===== src/rtl/servile_boot_pkg.sv =====
// Shared types and constants for the boot loader/arbiter.
// BOOT_VERIFY_EN adds the VERIFY and ERROR states.
package servile_boot_pkg;

  localparam logic [3:0] SEL_ALL = 4'hF;

  typedef enum logic [2:0] {
    ST_COLLECT,
    ST_WRITE,
`ifdef BOOT_VERIFY_EN
    ST_VERIFY,
    ST_ERROR,
`endif
    ST_DONE
  } state_e;

endpackage


===== src/rtl/servile_boot_byte_packer.sv =====
// Assembles four little-endian bytes into a 32-bit word. The word is valid
// in the same cycle the 4th byte is accepted, so the loader can latch it at once.
module servile_boot_byte_packer (
  input  logic        clk_i,
  input  logic        rst_ni,
  input  logic        clear_i,
  input  logic [7:0]  byte_i,
  input  logic        accept_i,
  output logic [31:0] word_o,
  output logic        valid_o
);

  logic [1:0]  cnt_q;
  logic [23:0] data_q;

  always_ff @(posedge clk_i or negedge rst_ni) begin
    if (!rst_ni) begin
      cnt_q  <= '0;
      data_q <= '0;
    end else if (clear_i) begin
      cnt_q <= '0;
    end else if (accept_i) begin
      cnt_q <= cnt_q + 2'd1;
      case (cnt_q)
        2'd0:    data_q[7:0]   <= byte_i;
        2'd1:    data_q[15:8]  <= byte_i;
        2'd2:    data_q[23:16] <= byte_i;
        default: ;
      endcase
    end
  end

  // The last byte bypasses storage and goes straight into bits 31:24.
  assign word_o  = {byte_i, data_q};
  assign valid_o = accept_i && (cnt_q == 2'd3);

endmodule


===== src/rtl/servile_boot_arbiter.sv =====
// Boot loader: streams bytes into SRAM words, then hands the bus to the CPU.
// Define BOOT_VERIFY_EN to read back each word and halt on mismatch.
module servile_boot_arbiter
  import servile_boot_pkg::*;
#(
  parameter int aw    = 8,
  parameter int words = 32
) (
  input  logic          i_clk,
  input  logic          i_rst_n,
  input  logic [7:0]    i_ld_data,
  input  logic          i_ld_valid,
  output logic          o_ld_ready,
  input  logic [aw-3:0] i_cpu_adr,
  input  logic [31:0]   i_cpu_dat,
  input  logic [3:0]    i_cpu_sel,
  input  logic          i_cpu_we,
  input  logic          i_cpu_stb,
  output logic [31:0]   o_cpu_rdt,
  output logic          o_cpu_ack,
  output logic [aw-3:0] o_wb_adr,
  output logic [31:0]   o_wb_dat,
  output logic [3:0]    o_wb_sel,
  output logic          o_wb_we,
  output logic          o_wb_stb,
  input  logic [31:0]   i_wb_rdt,
  input  logic          i_wb_ack,
  output logic          o_cpu_rst,
  output logic          o_done,
  output logic          o_err
);

  localparam int CW = $clog2(words) + 1;
  localparam logic [CW-1:0] LAST = CW'(words - 1);

  state_e        state_q;
  logic [CW-1:0] cnt_q;
  logic [31:0]   dat_q;
  logic          stb_q, we_q, ld_ready_q, cpu_rst_q, done_q, err_q;
  logic          accept, word_valid, advance;
  logic [31:0]   word;
  logic [aw-3:0] adr_ld;

  assign accept = i_ld_valid && ld_ready_q;

  servile_boot_byte_packer u_packer (
    .clk_i    (i_clk),
    .rst_ni   (i_rst_n),
    .clear_i  (state_q != ST_COLLECT),
    .byte_i   (i_ld_data),
    .accept_i (accept),
    .word_o   (word),
    .valid_o  (word_valid)
  );

  // advance marks the ack that completes a word and moves to the next one.
  always_comb begin
    advance = 1'b0;
`ifdef BOOT_VERIFY_EN
    advance = i_wb_ack && (state_q == ST_VERIFY) && (i_wb_rdt == dat_q);
`else
    advance = i_wb_ack && (state_q == ST_WRITE);
`endif
  end

  always_ff @(posedge i_clk or negedge i_rst_n) begin
    if (!i_rst_n) begin
      state_q    <= ST_COLLECT;
      cnt_q      <= '0;
      dat_q      <= '0;
      stb_q      <= 1'b0;
      we_q       <= 1'b0;
      ld_ready_q <= 1'b0;
      cpu_rst_q  <= 1'b1;
      done_q     <= 1'b0;
      err_q      <= 1'b0;
    end else begin
      case (state_q)
        ST_COLLECT: begin
          ld_ready_q <= 1'b1;
          if (word_valid) begin
            ld_ready_q <= 1'b0;
            dat_q      <= word;
            stb_q      <= 1'b1;
            we_q       <= 1'b1;
            state_q    <= ST_WRITE;
          end
        end
`ifdef BOOT_VERIFY_EN
        ST_WRITE: begin
          if (i_wb_ack) begin
            we_q    <= 1'b0;
            state_q <= ST_VERIFY;
          end
        end
        ST_VERIFY: begin
          if (i_wb_ack && (i_wb_rdt != dat_q)) begin
            stb_q   <= 1'b0;
            err_q   <= 1'b1;
            state_q <= ST_ERROR;
          end
        end
        ST_ERROR: ;
`else
        ST_WRITE: ;
`endif
        ST_DONE: ;
        default: state_q <= ST_COLLECT;
      endcase
      if (advance) begin
        stb_q <= 1'b0;
        cnt_q <= cnt_q + CW'(1);
        if (cnt_q == LAST) begin
          state_q   <= ST_DONE;
          done_q    <= 1'b1;
          cpu_rst_q <= 1'b0;
        end else begin
          state_q    <= ST_COLLECT;
          ld_ready_q <= 1'b1;
        end
      end
    end
  end

  always_comb begin
    adr_ld         = '0;
    adr_ld[CW-1:0] = cnt_q;
  end

  assign o_wb_adr   = done_q ? i_cpu_adr : adr_ld;
  assign o_wb_dat   = done_q ? i_cpu_dat : dat_q;
  assign o_wb_sel   = done_q ? i_cpu_sel : SEL_ALL;
  assign o_wb_we    = done_q ? i_cpu_we  : we_q;
  assign o_wb_stb   = done_q ? i_cpu_stb : stb_q;
  assign o_cpu_ack  = done_q & i_wb_ack;
  assign o_cpu_rdt  = i_wb_rdt;
  assign o_ld_ready = ld_ready_q;
  assign o_cpu_rst  = cpu_rst_q;
  assign o_done     = done_q;
`ifdef BOOT_VERIFY_EN
  assign o_err      = err_q;
`else
  assign o_err      = 1'b0;
`endif

endmodule


===== config.mk =====
export PLATFORM = sky130hd
export DESIGN_NAME = servile_boot_arbiter
export DESIGN_NICKNAME = d
export VERILOG_FILES = /design/src/rtl/servile_boot_pkg.sv /design/src/rtl/servile_boot_byte_packer.sv /design/src/rtl/servile_boot_arbiter.sv
export SDC_FILE = /design/constraint.sdc
export NUM_CORES = 1
export LEC_CHECK = 0
export ABC_AREA = 1
export CAP_MARGIN = 20
export CORE_MARGIN = 2
export CORE_UTILIZATION = 24
export CTS_BUF_LIST = sky130_fd_sc_hd__clkbuf_16
export DETAILED_ROUTE_END_ITERATION = 8
export MAX_ROUTING_LAYER = met4
export PLACE_DENSITY = 0.58
export SLEW_MARGIN = 30
export SYNTH_ARGS = -nofsm -noshare
export SYNTH_HDL_FRONTEND = slang
export SYNTH_SLANG_ARGS = --single-unit

===== constraint.sdc =====
create_clock -name i_clk -period 2.1 [get_ports i_clk]
set_input_delay 0.42 -clock i_clk [delete_from_list [all_inputs] [get_ports i_clk]]
set_output_delay 0.42 -clock i_clk [all_outputs]
set_load 0.02 [all_outputs]

==> results.yml <==
timing:
  setup_violations: 0
  timing_max_transition_violations_final: 0
  clock.fmax_mhz: 492
  final_hold_viol_count: 0
  clock_skew_ns: 0.00523
  finalSetupTns_ns: 0
  grt_setup_unrepaired: "no"
  timing.final.crit_share_pct: 96.8
  period_needed_ns: 2.03
final_layout:
  multiInputGateArea_um2: 1540
  layout.nets: 656
  design_area_um2: 5000
  share_of_post_route_cells_with_drive_strength_above_1_pct: 8.48
  final-seq-area_um2: 1780
  final.fill_count: 1617
  areaGrowthSynthToFinish_pct: 33.0
  antenna_cells: 0
  finish.cell_count_without_fillers: 777
placed_design:
  place.detailed.instances: 762
  placedInstanceArea_um2: 4790
  finalWeightedCongestion: 0.824
  total_of_buffers_placed_on_input_and_output_ports: 103
  place_hpwl_um: 6770
power:
  leakagePower_nw: 2.62
  ir_drop_uv: 430
  power_per_cell_area_nw_per_um2: 972
clocking:
  cts.reportedPaths.clkPinSlew_ns: 0.05
  tritoncts: "yes"
  cts-hold-fix-buffers: 0
  numClockSinks: 71
  clk_latency_ns: 0.33
  cts.root.buffer_cell: "sky130_fd_sc_hd__clkbuf_16"
  cts_made_buffers: 9
  htree_num_levels: 3
  cts.path.max_buffers: 2
global_routing:
  grt_antenna_before_repair: 0
  gr-total-overflow: 0
  gr-max-usage-layer: "met2"
  grt_util_met2_pct: 19.6
  grt_max_degree: 72
  first_global_vias: 3324
  met1_usage_pct: 15.4
  globalRouteTotalUtil_pct: 12.3
  first_pass_grt_wire_length_um: 15700
  gr-usage-met3_pct: 1.78
critical_path:
  path_buf_inv: 3
  worst_path_dominant_cell_family: "buffers and inverters"
  max_incr_delay_on_cp_ns: 0.43
  critPathKind: "reg -> out"
  path_cells: "inv_1 -> buf_12 -> or2_2 -> clkdlybuf4s15_1"
  arrival_ns: 1.61
  timing.critical_path.required_ns: 1.68
  timing.critical_path.fanout_max: 28
  worst_setup_path_end_kind: "output port"
  worstSetupStartpointType: "flop"
  slowest_stage: "sky130_fd_sc_hd__dfrtp_2"
floorplanning:
  die_width_um: 129
  core.rowCount: 45
  initial_utilization_pct: 24.6
  floorplan.die_area_um2: 16700
  die_h_um: 129
  fp.coreArea_um2: 15300
  top_level_ports: 169
yosys:
  postSynth.topFlopCell: "sky130_fd_sc_hd__dfrtp_1"
  yosys_register_bits: 71
  synth.top_cells.by_count: "sky130_fd_sc_hd__nand2_1 (265), sky130_fd_sc_hd__dfrtp_1 (70), sky130_fd_sc_hd__nand3_1 (37), sky130_fd_sc_hd__buf_4 (34), sky130_fd_sc_hd__inv_1 (15)"
  synth_edf_count: 0
  ys_warn_count: 0
  synth_most_common_cell: "sky130_fd_sc_hd__nand2_1"
  yosysUniqueCellTypes: 26
  postSynthCellCount: 490
  netlist_area_um2: 3760
  top_cell_type_by_total_area_after_synthesis: "sky130_fd_sc_hd__dfrtp_1"
  mappedNetlistNets: 583
  synth-seq-area-share_pct: 47.3
  synth_top_area_share_pct: 46.6
  ys_top_cells_by_area: "sky130_fd_sc_hd__dfrtp_1 (47%), sky130_fd_sc_hd__nand2_1 (26%), sky130_fd_sc_hd__buf_4 (6.8%), sky130_fd_sc_hd__nand3_1 (4.9%), sky130_fd_sc_hd__o21ai_0 (1.9%)"
  synth_async_sr_flop_share_pct: 100
  synthesis.area_per_instance_um2: 7.67
routing:
  drt.antenna.violating_nets: 0
  route.detailed.drc: 0
  dr.first_iter.drc_count: 162
  routed-via-count: 3230
  wire_per_inst_um: 12.2
  routed_wl_um: 9470
  via_per_inst: 4.16
  drt-pass1-iter-count: 5
worst_hold_path:
  hold_path.class: "in -> async"
outcome:
  outcome: "complete, no violations"
job:
  max-cap-violations: 0
==> sequential cells by signal, indices dropped and copies added, names as in the netlist <==
name,cells
dat_q,32
u_packer.data_q,24
adr_ld,6
state_q,2
u_packer.cnt_q,2
o_cpu_rst,1
o_done,1
o_ld_ready,1
stb_q,1
we_q,1
==> stage by stage <==
| stage | hold slack (ns) | setup slack (ns) | total power, mW | util, % |
|---|---|---|---|---|
| after detailed placement | 0.443 | 0.0218 | 3.64 | 31.4 |
| after CTS | 0.138 | -0.192 | 4.92 | 32.7 |
| after global routing | 0.150 | 0.00150 | 5.25 | 32.8 |
| final | 0.108 | 0.0672 | 4.86 | 32.8 |
| after global placement | 0.439 | 0.0188 | 3.57 | 31.4 |
| after floorplan | 0.124 | 0.529 | 3.25 | - |
==> power breakdown <==
| group | switching [mW] | internal [mW] |
|---|---|---|
| clock | 0.507 | 0.765 |
| sequential | 0.317 | 1.90 |
| combinational | 0.814 | 0.556 |
==> timing repair <==
action | 4_1_cts | 5_1_grt
gates resized for setup | 43 | 19
hold endpoints to repair | 0 | 0
setup endpoints to repair | 45 | 12
gates cloned | 0 | 0
setup buffers | 0 | 1
==> path summary, 6_finish.rpt <==
check	from	to	slack (ns)	depth (start not counted)
max	o_done	o_wb_sel[3]	0.07	4
min	i_rst_n	we_q	0.11	2
max reg2reg	u_packer.cnt_q[0]	o_ld_ready	0.48	4
min reg2reg	we_q	we_q	0.46	2
max in group asynchronous	i_rst_n	adr_ld[3]	1.67	2
min in group i_clk	we_q	we_q	0.46	2
==> layer usage <==
layer	up-vias	wire length [um]
li1	1616	-
met4	0	277
met2	100	4470
met5	-	0
met3	25	439
met1	1489	4280
==> cell type report <==
cell class                      instances  area share (%)
Clock buffer                            9            4.51
Multi-Input combinational cell        349            30.9
Clock inverter                          5           0.401
Inverter                               18            1.35
Timing Repair Buffer                  114            22.0
Tap cell                              211            5.28
Sequential cell                        71            35.6
==> placed cells by master (no fill, tap or decap), types with 2 or more instances in the layout <==
cell type                         netlist  final
sky130_fd_sc_hd__or2_2                  4      4
sky130_fd_sc_hd__dfrtp_1               70     69
sky130_fd_sc_hd__buf_12                 0      3
sky130_fd_sc_hd__clkbuf_2               0      4
sky130_fd_sc_hd__dlygate4sd2_1          0     32
sky130_fd_sc_hd__nand3_1               37     37
sky130_fd_sc_hd__clkdlybuf4s15_1        0      7
sky130_fd_sc_hd__clkdlybuf4s50_1        0     57
sky130_fd_sc_hd__o21ai_0               14     14
sky130_fd_sc_hd__nor2_4                 4      4
sky130_fd_sc_hd__nand2_1              265    265
sky130_fd_sc_hd__buf_6                  0      2
sky130_fd_sc_hd__clkinv_1               0      2
sky130_fd_sc_hd__nand2_4                4      4
sky130_fd_sc_hd__clkbuf_16              0      9
sky130_fd_sc_hd__inv_2                  3      3
sky130_fd_sc_hd__dlymetal6s2s_1         0      2
sky130_fd_sc_hd__buf_4                 34      6
sky130_fd_sc_hd__ha_1                   5      5
sky130_fd_sc_hd__nor2_1                 6      6
sky130_fd_sc_hd__inv_1                 15     17
==> kinds of logic (layout without fill, tap and decap cells) <==
family,count (synthesis),after routing,synth area share (%)
fa+ha+maj,5,5,1.66
compound gates,16,16,2.26
flops,71,71,47.3
buf+inv,70,146,11.7
simple gates,326,326,36.8
other cells,1,1,0.0998
xor+xnor,1,1,0.233
(Power assumes the default switching activity.)
